[src/rtl/ldd_pkg.sv]
// Shared types and default widths for the LDD burst controller.
// Optional watchdog build switch: LDD_MAX_ON_EN.
package ldd_pkg;

  localparam int WD_W_DEF  = 3;
  localparam int LEN_W_DEF = 32;
  localparam int REP_W_DEF = 16;

  typedef enum logic [1:0] {
    ST_IDLE = 2'd0,
    ST_ON   = 2'd1,
    ST_OFF  = 2'd2
  } ldd_state_e;

  typedef struct packed {
    logic [WD_W_DEF-1:0]  wdis;
    logic [LEN_W_DEF-1:0] on_len;
    logic [LEN_W_DEF-1:0] off_len;
    logic [REP_W_DEF-1:0] reps;
  } ldd_cmd_t;

endpackage

[src/rtl/ldd_cmd_slot.sv]
// One-deep pending command register for back-to-back bursts.
// Flush and take both empty it; flush wins over a new push.
module ldd_cmd_slot #(
  parameter int W = 8
) (
  input  logic         clk200,
  input  logic         rst,
  input  logic         flush,
  input  logic         in_valid,
  output logic         in_ready,
  input  logic [W-1:0] in_data,
  output logic         out_valid,
  output logic [W-1:0] out_data,
  input  logic         out_take
);

  assign in_ready = ~out_valid;

  // Capture a command when empty; drop it on take or flush.
  always_ff @(posedge clk200 or posedge rst) begin
    if (rst) begin
      out_valid <= 1'b0;
      out_data  <= '0;
    end else if (flush | out_take) begin
      out_valid <= 1'b0;
    end else if (in_valid & ~out_valid) begin
      out_valid <= 1'b1;
      out_data  <= in_data;
    end
  end

endmodule

[src/rtl/ldd_burst_ctrl.sv]
// Pulse-burst gate driving the LDD wdis word, with chaining and abort.
// Define LDD_MAX_ON_EN to add the continuous-drive watchdog.
module ldd_burst_ctrl
  import ldd_pkg::*;
#(
  parameter int WD_W   = WD_W_DEF,
  parameter int LEN_W  = LEN_W_DEF,
  parameter int REP_W  = REP_W_DEF,
  parameter int MAX_ON = 200000000
) (
  input  logic             clk200,
  input  logic             rst,
  input  logic             cmd_valid,
  output logic             cmd_ready,
  input  logic [WD_W-1:0]  cmd_wdis,
  input  logic [LEN_W-1:0] cmd_on_len,
  input  logic [LEN_W-1:0] cmd_off_len,
  input  logic [REP_W-1:0] cmd_reps,
  input  logic             cmd_close,
  output logic [WD_W-1:0]  wdis,
  output logic             busy,
  output logic             done,
  output logic             fault
);

  localparam int CMD_W = WD_W + 2 * LEN_W + REP_W;

  ldd_state_e       state, state_n;
  logic [WD_W-1:0]  wdis_n, wd_l, wd_l_n;
  logic [LEN_W-1:0] on_cnt, on_cnt_n;
  logic [LEN_W-1:0] off_cnt, off_cnt_n;
  logic [LEN_W-1:0] on_len_l, on_len_l_n;
  logic [LEN_W-1:0] off_len_l, off_len_l_n;
  logic [REP_W-1:0] rep_cnt, rep_cnt_n;
  logic             cont_l, cont_l_n;
  logic             busy_n, done_n;
  logic             acc, fin, load, push, take, trip;
  logic             slot_rdy, pend_valid;
  logic [CMD_W-1:0] pend_data;
  logic [WD_W-1:0]  p_wdis, s_wdis;
  logic [LEN_W-1:0] p_on, p_off, s_on, s_off;
  logic [REP_W-1:0] p_reps, s_reps;

  assign cmd_ready = ~cmd_close & ~fault
                   & ((state == ST_IDLE) | slot_rdy);
  assign acc = cmd_valid & cmd_ready;

  assign fin = (state == ST_ON) & ~cont_l
             & (on_cnt == LEN_W'(1))
             & (rep_cnt <= REP_W'(1));

  // A command offered in the completing cycle chains directly.
  assign load = (acc & (state == ST_IDLE))
              | (fin & (pend_valid | acc));
  assign push = acc & (state != ST_IDLE) & ~fin;
  assign take = fin & pend_valid;

  assign {p_wdis, p_on, p_off, p_reps} = pend_data;

  assign s_wdis = take ? p_wdis : cmd_wdis;
  assign s_on   = take ? p_on   : cmd_on_len;
  assign s_off  = take ? p_off  : cmd_off_len;
  assign s_reps = take ? p_reps : cmd_reps;

  ldd_cmd_slot #(.W(CMD_W)) u_slot (
    .clk200    (clk200),
    .rst       (rst),
    .flush     (cmd_close | trip),
    .in_valid  (push),
    .in_ready  (slot_rdy),
    .in_data   ({cmd_wdis, cmd_on_len, cmd_off_len, cmd_reps}),
    .out_valid (pend_valid),
    .out_data  (pend_data),
    .out_take  (take)
  );

  // Next-state: abort first, then command load, then burst sequencing.
  always_comb begin
    state_n     = state;
    wdis_n      = wdis;
    on_cnt_n    = on_cnt;
    off_cnt_n   = off_cnt;
    rep_cnt_n   = rep_cnt;
    wd_l_n      = wd_l;
    on_len_l_n  = on_len_l;
    off_len_l_n = off_len_l;
    cont_l_n    = cont_l;
    done_n      = 1'b0;
    if (cmd_close | trip) begin
      state_n   = ST_IDLE;
      wdis_n    = '0;
      on_cnt_n  = '0;
      off_cnt_n = '0;
      rep_cnt_n = '0;
    end else if (load) begin
      state_n     = ST_ON;
      wdis_n      = s_wdis;
      wd_l_n      = s_wdis;
      on_cnt_n    = s_on;
      on_len_l_n  = s_on;
      off_len_l_n = s_off;
      off_cnt_n   = '0;
      cont_l_n    = (s_on == '0);
      rep_cnt_n   = (s_reps == '0) ? REP_W'(1) : s_reps;
      done_n      = fin;
    end else begin
      unique case (state)
        ST_ON: begin
          if (!cont_l) begin
            if (on_cnt != LEN_W'(1)) begin
              on_cnt_n = on_cnt - LEN_W'(1);
            end else if (rep_cnt > REP_W'(1)) begin
              rep_cnt_n = rep_cnt - REP_W'(1);
              if (off_len_l != '0) begin
                state_n   = ST_OFF;
                wdis_n    = '0;
                on_cnt_n  = '0;
                off_cnt_n = off_len_l;
              end else begin
                on_cnt_n = on_len_l;
              end
            end else begin
              state_n   = ST_IDLE;
              wdis_n    = '0;
              on_cnt_n  = '0;
              rep_cnt_n = '0;
              done_n    = 1'b1;
            end
          end
        end
        ST_OFF: begin
          if (off_cnt == LEN_W'(1)) begin
            state_n   = ST_ON;
            wdis_n    = wd_l;
            on_cnt_n  = on_len_l;
            off_cnt_n = '0;
          end else begin
            off_cnt_n = off_cnt - LEN_W'(1);
          end
        end
        default: ;
      endcase
    end
  end

  assign busy_n = (state_n != ST_IDLE);

  // FSM state, counters and the latched burst parameters.
  always_ff @(posedge clk200 or posedge rst) begin
    if (rst) begin
      state     <= ST_IDLE;
      on_cnt    <= '0;
      off_cnt   <= '0;
      rep_cnt   <= '0;
      wd_l      <= '0;
      on_len_l  <= '0;
      off_len_l <= '0;
      cont_l    <= 1'b0;
    end else begin
      state     <= state_n;
      on_cnt    <= on_cnt_n;
      off_cnt   <= off_cnt_n;
      rep_cnt   <= rep_cnt_n;
      wd_l      <= wd_l_n;
      on_len_l  <= on_len_l_n;
      off_len_l <= off_len_l_n;
      cont_l    <= cont_l_n;
    end
  end

  // Registered outputs toward the LDD path.
  always_ff @(posedge clk200 or posedge rst) begin
    if (rst) begin
      wdis <= '0;
      busy <= 1'b0;
      done <= 1'b0;
    end else begin
      wdis <= wdis_n;
      busy <= busy_n;
      done <= done_n;
    end
  end

`ifdef LDD_MAX_ON_EN
  logic [LEN_W-1:0] wd_cnt;

  assign trip = (wdis != '0) & (wd_cnt == LEN_W'(MAX_ON - 1));

  // Count consecutive driven cycles; a trip latches until reset.
  always_ff @(posedge clk200 or posedge rst) begin
    if (rst) begin
      wd_cnt <= '0;
      fault  <= 1'b0;
    end else begin
      wd_cnt <= ((wdis == '0) | trip) ? '0 : wd_cnt + LEN_W'(1);
      if (trip) fault <= 1'b1;
    end
  end
`else
  logic unused_max_on;
  assign unused_max_on = (MAX_ON != 0);
  assign trip  = 1'b0;
  assign fault = 1'b0;
`endif

endmodule

[config.mk]
export PLATFORM = sky130hd
export DESIGN_NAME = ldd_burst_ctrl
export DESIGN_NICKNAME = d
export VERILOG_FILES = /design/src/rtl/ldd_pkg.sv /design/src/rtl/ldd_cmd_slot.sv /design/src/rtl/ldd_burst_ctrl.sv
export SDC_FILE = /design/constraint.sdc
export NUM_CORES = 1
export LEC_CHECK = 0
export ABC_AREA = 1
export BUFFER_PORTS_ARGS = -buffer_cell sky130_fd_sc_hd__buf_4
export CAP_MARGIN = 20
export CORE_MARGIN = 1
export CORE_UTILIZATION = 35
export CTS_BUF_LIST = sky130_fd_sc_hd__clkbuf_16
export DETAILED_ROUTE_END_ITERATION = 10
export PLACE_DENSITY = 0.58
export SLEW_MARGIN = 15
export SYNTH_ARGS = -nofsm -noshare
export SYNTH_HDL_FRONTEND = slang
export SYNTH_SLANG_ARGS = --single-unit
[constraint.sdc]
create_clock -name clk200 -period 22.3 [get_ports clk200]
set_clock_uncertainty 0.15 [all_clocks]
set_input_delay 4.46 -clock clk200 [delete_from_list [all_inputs] [get_ports clk200]]
set_output_delay 4.46 -clock clk200 [all_outputs]
set_load 0.05 [all_outputs]
==> out/results.tsv <==
stage	metric	value	unit
routing	Antenna Violating Nets Remaining	0	
logic_synthesis	simple-gate share of the synthesized area	23.02	%
grt	met1 usage	29.07	%
placed_design	routability cong.	0.8743	
sta	RSZ-0062 raised after global routing	no	
setup_path	CP Cell Sequence	buf_4 > a21oi_1 > buf_4	
logic_synthesis	mux cell area share after synthesis	0.6461	%
logic_synthesis	top_reg_cell synth	dfrtp_1	
placed_design	number of port buffers	92	
setup_path	R2R Path Start	on_cnt[18]$_DFFE_PP0P_	
clock_network	Reg clk slew, reported paths	0.06	ns
clock_network	# H-tree levels	1	
sta	# setup viols final	0	
routing	TritonRoute pass-1 iters	6	
floorplan	Chip Width	198.8	microns
sta	fin crit share	43.27	%
placed_design	pre-CTS WS	12.65	ns
logic_synthesis	Synth Area in Compound Gates	19.46	%
setup_path	CP Data Arrival Time	5.04	ns
grt	largest net degree at the start of global routing	109	
cells_and_area	Final nets	1942	
floorplan	Initial Util	35.74	%
logic_synthesis	Synth Cell Area	0.01356	sq mm
logic_synthesis	largest family of logic cells by synthesized area	simple AND/OR/NAND/NOR gates	
cells_and_area	most frequent cells in the layout	340 x nand2_1, 261 x nor2_1, 239 x dfrtp_1	
routing	DRC Markers	0	
setup_path	slowest CP cell	buf_4	
setup_path	CP max FO	5	
placed_design	Placed Area	0.01456	sq mm
sta	final hold viol count	0	
setup_path	Worst setup EP type	output pin	
grt	GRT Util Overall	19.70	%
floorplan	Die Ht	198.8	microns
outcome	status	complete, no violations	
clock_network	clk_lat worst skew	0.54	ns
clock_network	Post-CTS Resized	0	
clock_network	Max clock buf depth	3	
routing	Iter 0 DRT Violations	851	
power_and_ir_drop	Max rail drop VDD	0.04776	mV
logic_synthesis	Post-synth EDFFs	0	
sta	final worst slack	12.65	ns
cells_and_area	Seq. cell area	0.005981	sq mm
sta	Worst Hold Slack	0.3333	ns
sta	Worst Tran Pin Value	1.020	ns
setup_path	Crit path largest cell delay	0.24	ns
setup_path	element type at the critical path start	input pin	
sta	min Tclk post-route	9.649	ns
sta	Max Slew Vio Count	0	
cells_and_area	share of cells above drive strength 1	9.785	%
run	Max Cap Viol	0	
clock_network	Post-CTS Setup Inserts	0	
logic_synthesis	post-synthesis register bit count	239	
worst_hold_path	Hold Path Class	reg -> reg	
clock_network	Clock Sinks	239	
grt	vias in the first global route	11350	
cells_and_area	fin area	0.01534	sq mm
cells_and_area	area grow syn2layout	13.16	%
logic_synthesis	Cells after Synth	1800	
routing	WL per Instance	16.25	microns
cells_and_area	filler cell count	3948	
logic_synthesis	syn avg cell area	7.531	sq um
routing	routed vias/inst	5.111	
logic_synthesis	Synth async-reset ratio	100.0	%
floorplan	# rows	71	
power_and_ir_drop	Leak	7.499	nW
logic_synthesis	Synth Area in XOR/XNOR	2.326	%
logic_synthesis	Synth Warn #	0	
cells_and_area	Inserted Diodes	0	
setup_path	crit path launch	cmd_close	
grt	met3 usage	3.611	%
grt	antenna violations before repair	2	
floorplan	io pins	94	
worst_hold_path	hold_sp	wd_l[2]$_DFFE_PP0P_	
routing	routed wire length	38530	microns
floorplan	Die ar.	0.03952	sq mm
clock_network	Root Driver	clkbuf_16	
clock_network	clock tree from TritonCTS	built	
logic_synthesis	Net Count, Synth	1896	
routing	DR vias	12120	
grt	global route overflow	0	
cells_and_area	area of the multi-input gates	0.006309	sq mm
placed_design	hpwl dp	26860	microns
cells_and_area	most common cell after layout, fill and taps aside	nand2_1	
setup_path	Critical Path RT	17.69	ns
setup_path	critical path class	in -> out	
sta	worst relative slew slack	31.92	%
logic_synthesis	post-synthesis adder-cell area fraction	0.8307	%
sta	Max Freq	0.1036	GHz
grt	first-pass GRT wire length	62020	microns
logic_synthesis	Seq/Total Area, Yosys	44.12	%
setup_path	most used cell, CP	buf_4	
sta	setup TNS	0	ns
grt	met2 Usage GRT	29.40	%
grt	layer with the highest usage	met2	
floorplan	Core ar.	0.03793	sq mm
power_and_ir_drop	power density over the cells	103.1	mW/mm^2
clock_network	total CTS buffers	27	
clock_network	hold-fix buffers at CTS	0	
logic_synthesis	Synth cell types	50	
state kept, by name, indices dropped and copies added (netlist names):
| signal | cells |
|---|---|
| off_cnt | 32 |
| u_slot.out_data | 83 |
| rep_cnt | 16 |
| busy | 1 |
| wdis | 3 |
| on_len_l | 32 |
| done | 1 |
| wd_l | 3 |
| on_cnt | 32 |
| off_len_l | 32 |
| cont_l | 1 |
| state | 2 |
| u_slot.out_valid | 1 |
synthesized netlist by cell type, drive strengths merged (19+ instances only):
cell    number  share of area (%)
nor2       275                7.9
a31oi       23                1.1
xor2        26                1.7
buf         52                2.4
nand4       29                1.4
nand2      346                9.7
a21oi      135                5.0
inv        220                6.1
o21a        24                1.3
clkbuf      37                1.0
dfrtp      239                 44
nand3       38                1.4
a211oi      35                1.9
o21ai      159                5.9
nor3        25                1.1
or2         19               0.88
o211ai      20                1.1
layout make-up:
type,instances,share of cell area [%]
clock inverters,16,0.5710
well taps,511,4.168
clock buffers,27,4.405
multi-input cells,1250,41.13
inverters,222,5.481
flip-flops and latches,239,38.99
repair buffers,106,5.261
worst paths after layout:
kind / slack, ns / cells after the start / endpoint
worst max-delay path: 12.65 / 3 / cmd_ready
worst min-delay path: 0.33 / 2 / wd_l[2]$_DFFE_PP0P_
worst max register to register: 18.05 / 14 / cont_l$_DFFE_PP0P_
worst min register to register: 0.33 / 2 / wd_l[2]$_DFFE_PP0P_
max in group asynchronous: 15.83 / 4 / u_slot.out_data[68]$_DFFE_PP0P_
min in group asynchronous: 3.94 / 2 / off_len_l[26]$_DFFE_PP0P_
cells by family after synthesis:
kind of cell / Yosys count
adder cells (fa/ha/maj): 9
AND/OR/NAND/NOR: 746
multiplexers: 8
buffers and inverters: 311
XOR/XNOR: 36
other: 1
AO/OA/AOI/OAI: 450
flip-flops: 239
critical path: cells and delay by family:
| family | cells | cell delay (ns) |
|---|---|---|
| buffers and inverters | 2 | 0.38 |
| AOI/OAI and AO/OA | 1 | 0.20 |
through the flow:
stage | std cells | utilization (%) | total power (W)
after floorplan | 1800 | - | 0.001048
after global placement | 2326 | 38.36 | 0.001166
after detailed placement | 2327 | 38.39 | 0.001181
after CTS | 2370 | 40.40 | 0.001591
after global routing | 2371 | 40.44 | 0.001701
final | 2371 | 40.44 | 0.001581
routing by layer:
layer | wire, microns | share of wire [%]
met5 | 10 | 0.026
met4 | 768 | 2.0
met3 | 2508 | 6.5
met2 | 16440 | 43
met1 | 18800 | 49
power by group:
group          total [W]  internal (W)  switching, W
logic           0.000493      0.000184      0.000309
clock network   0.000402      0.000227      0.000175
registers       0.000686      0.000585      0.000101
total            0.00158      0.000995      0.000586
(Power assumes the default switching activity.)
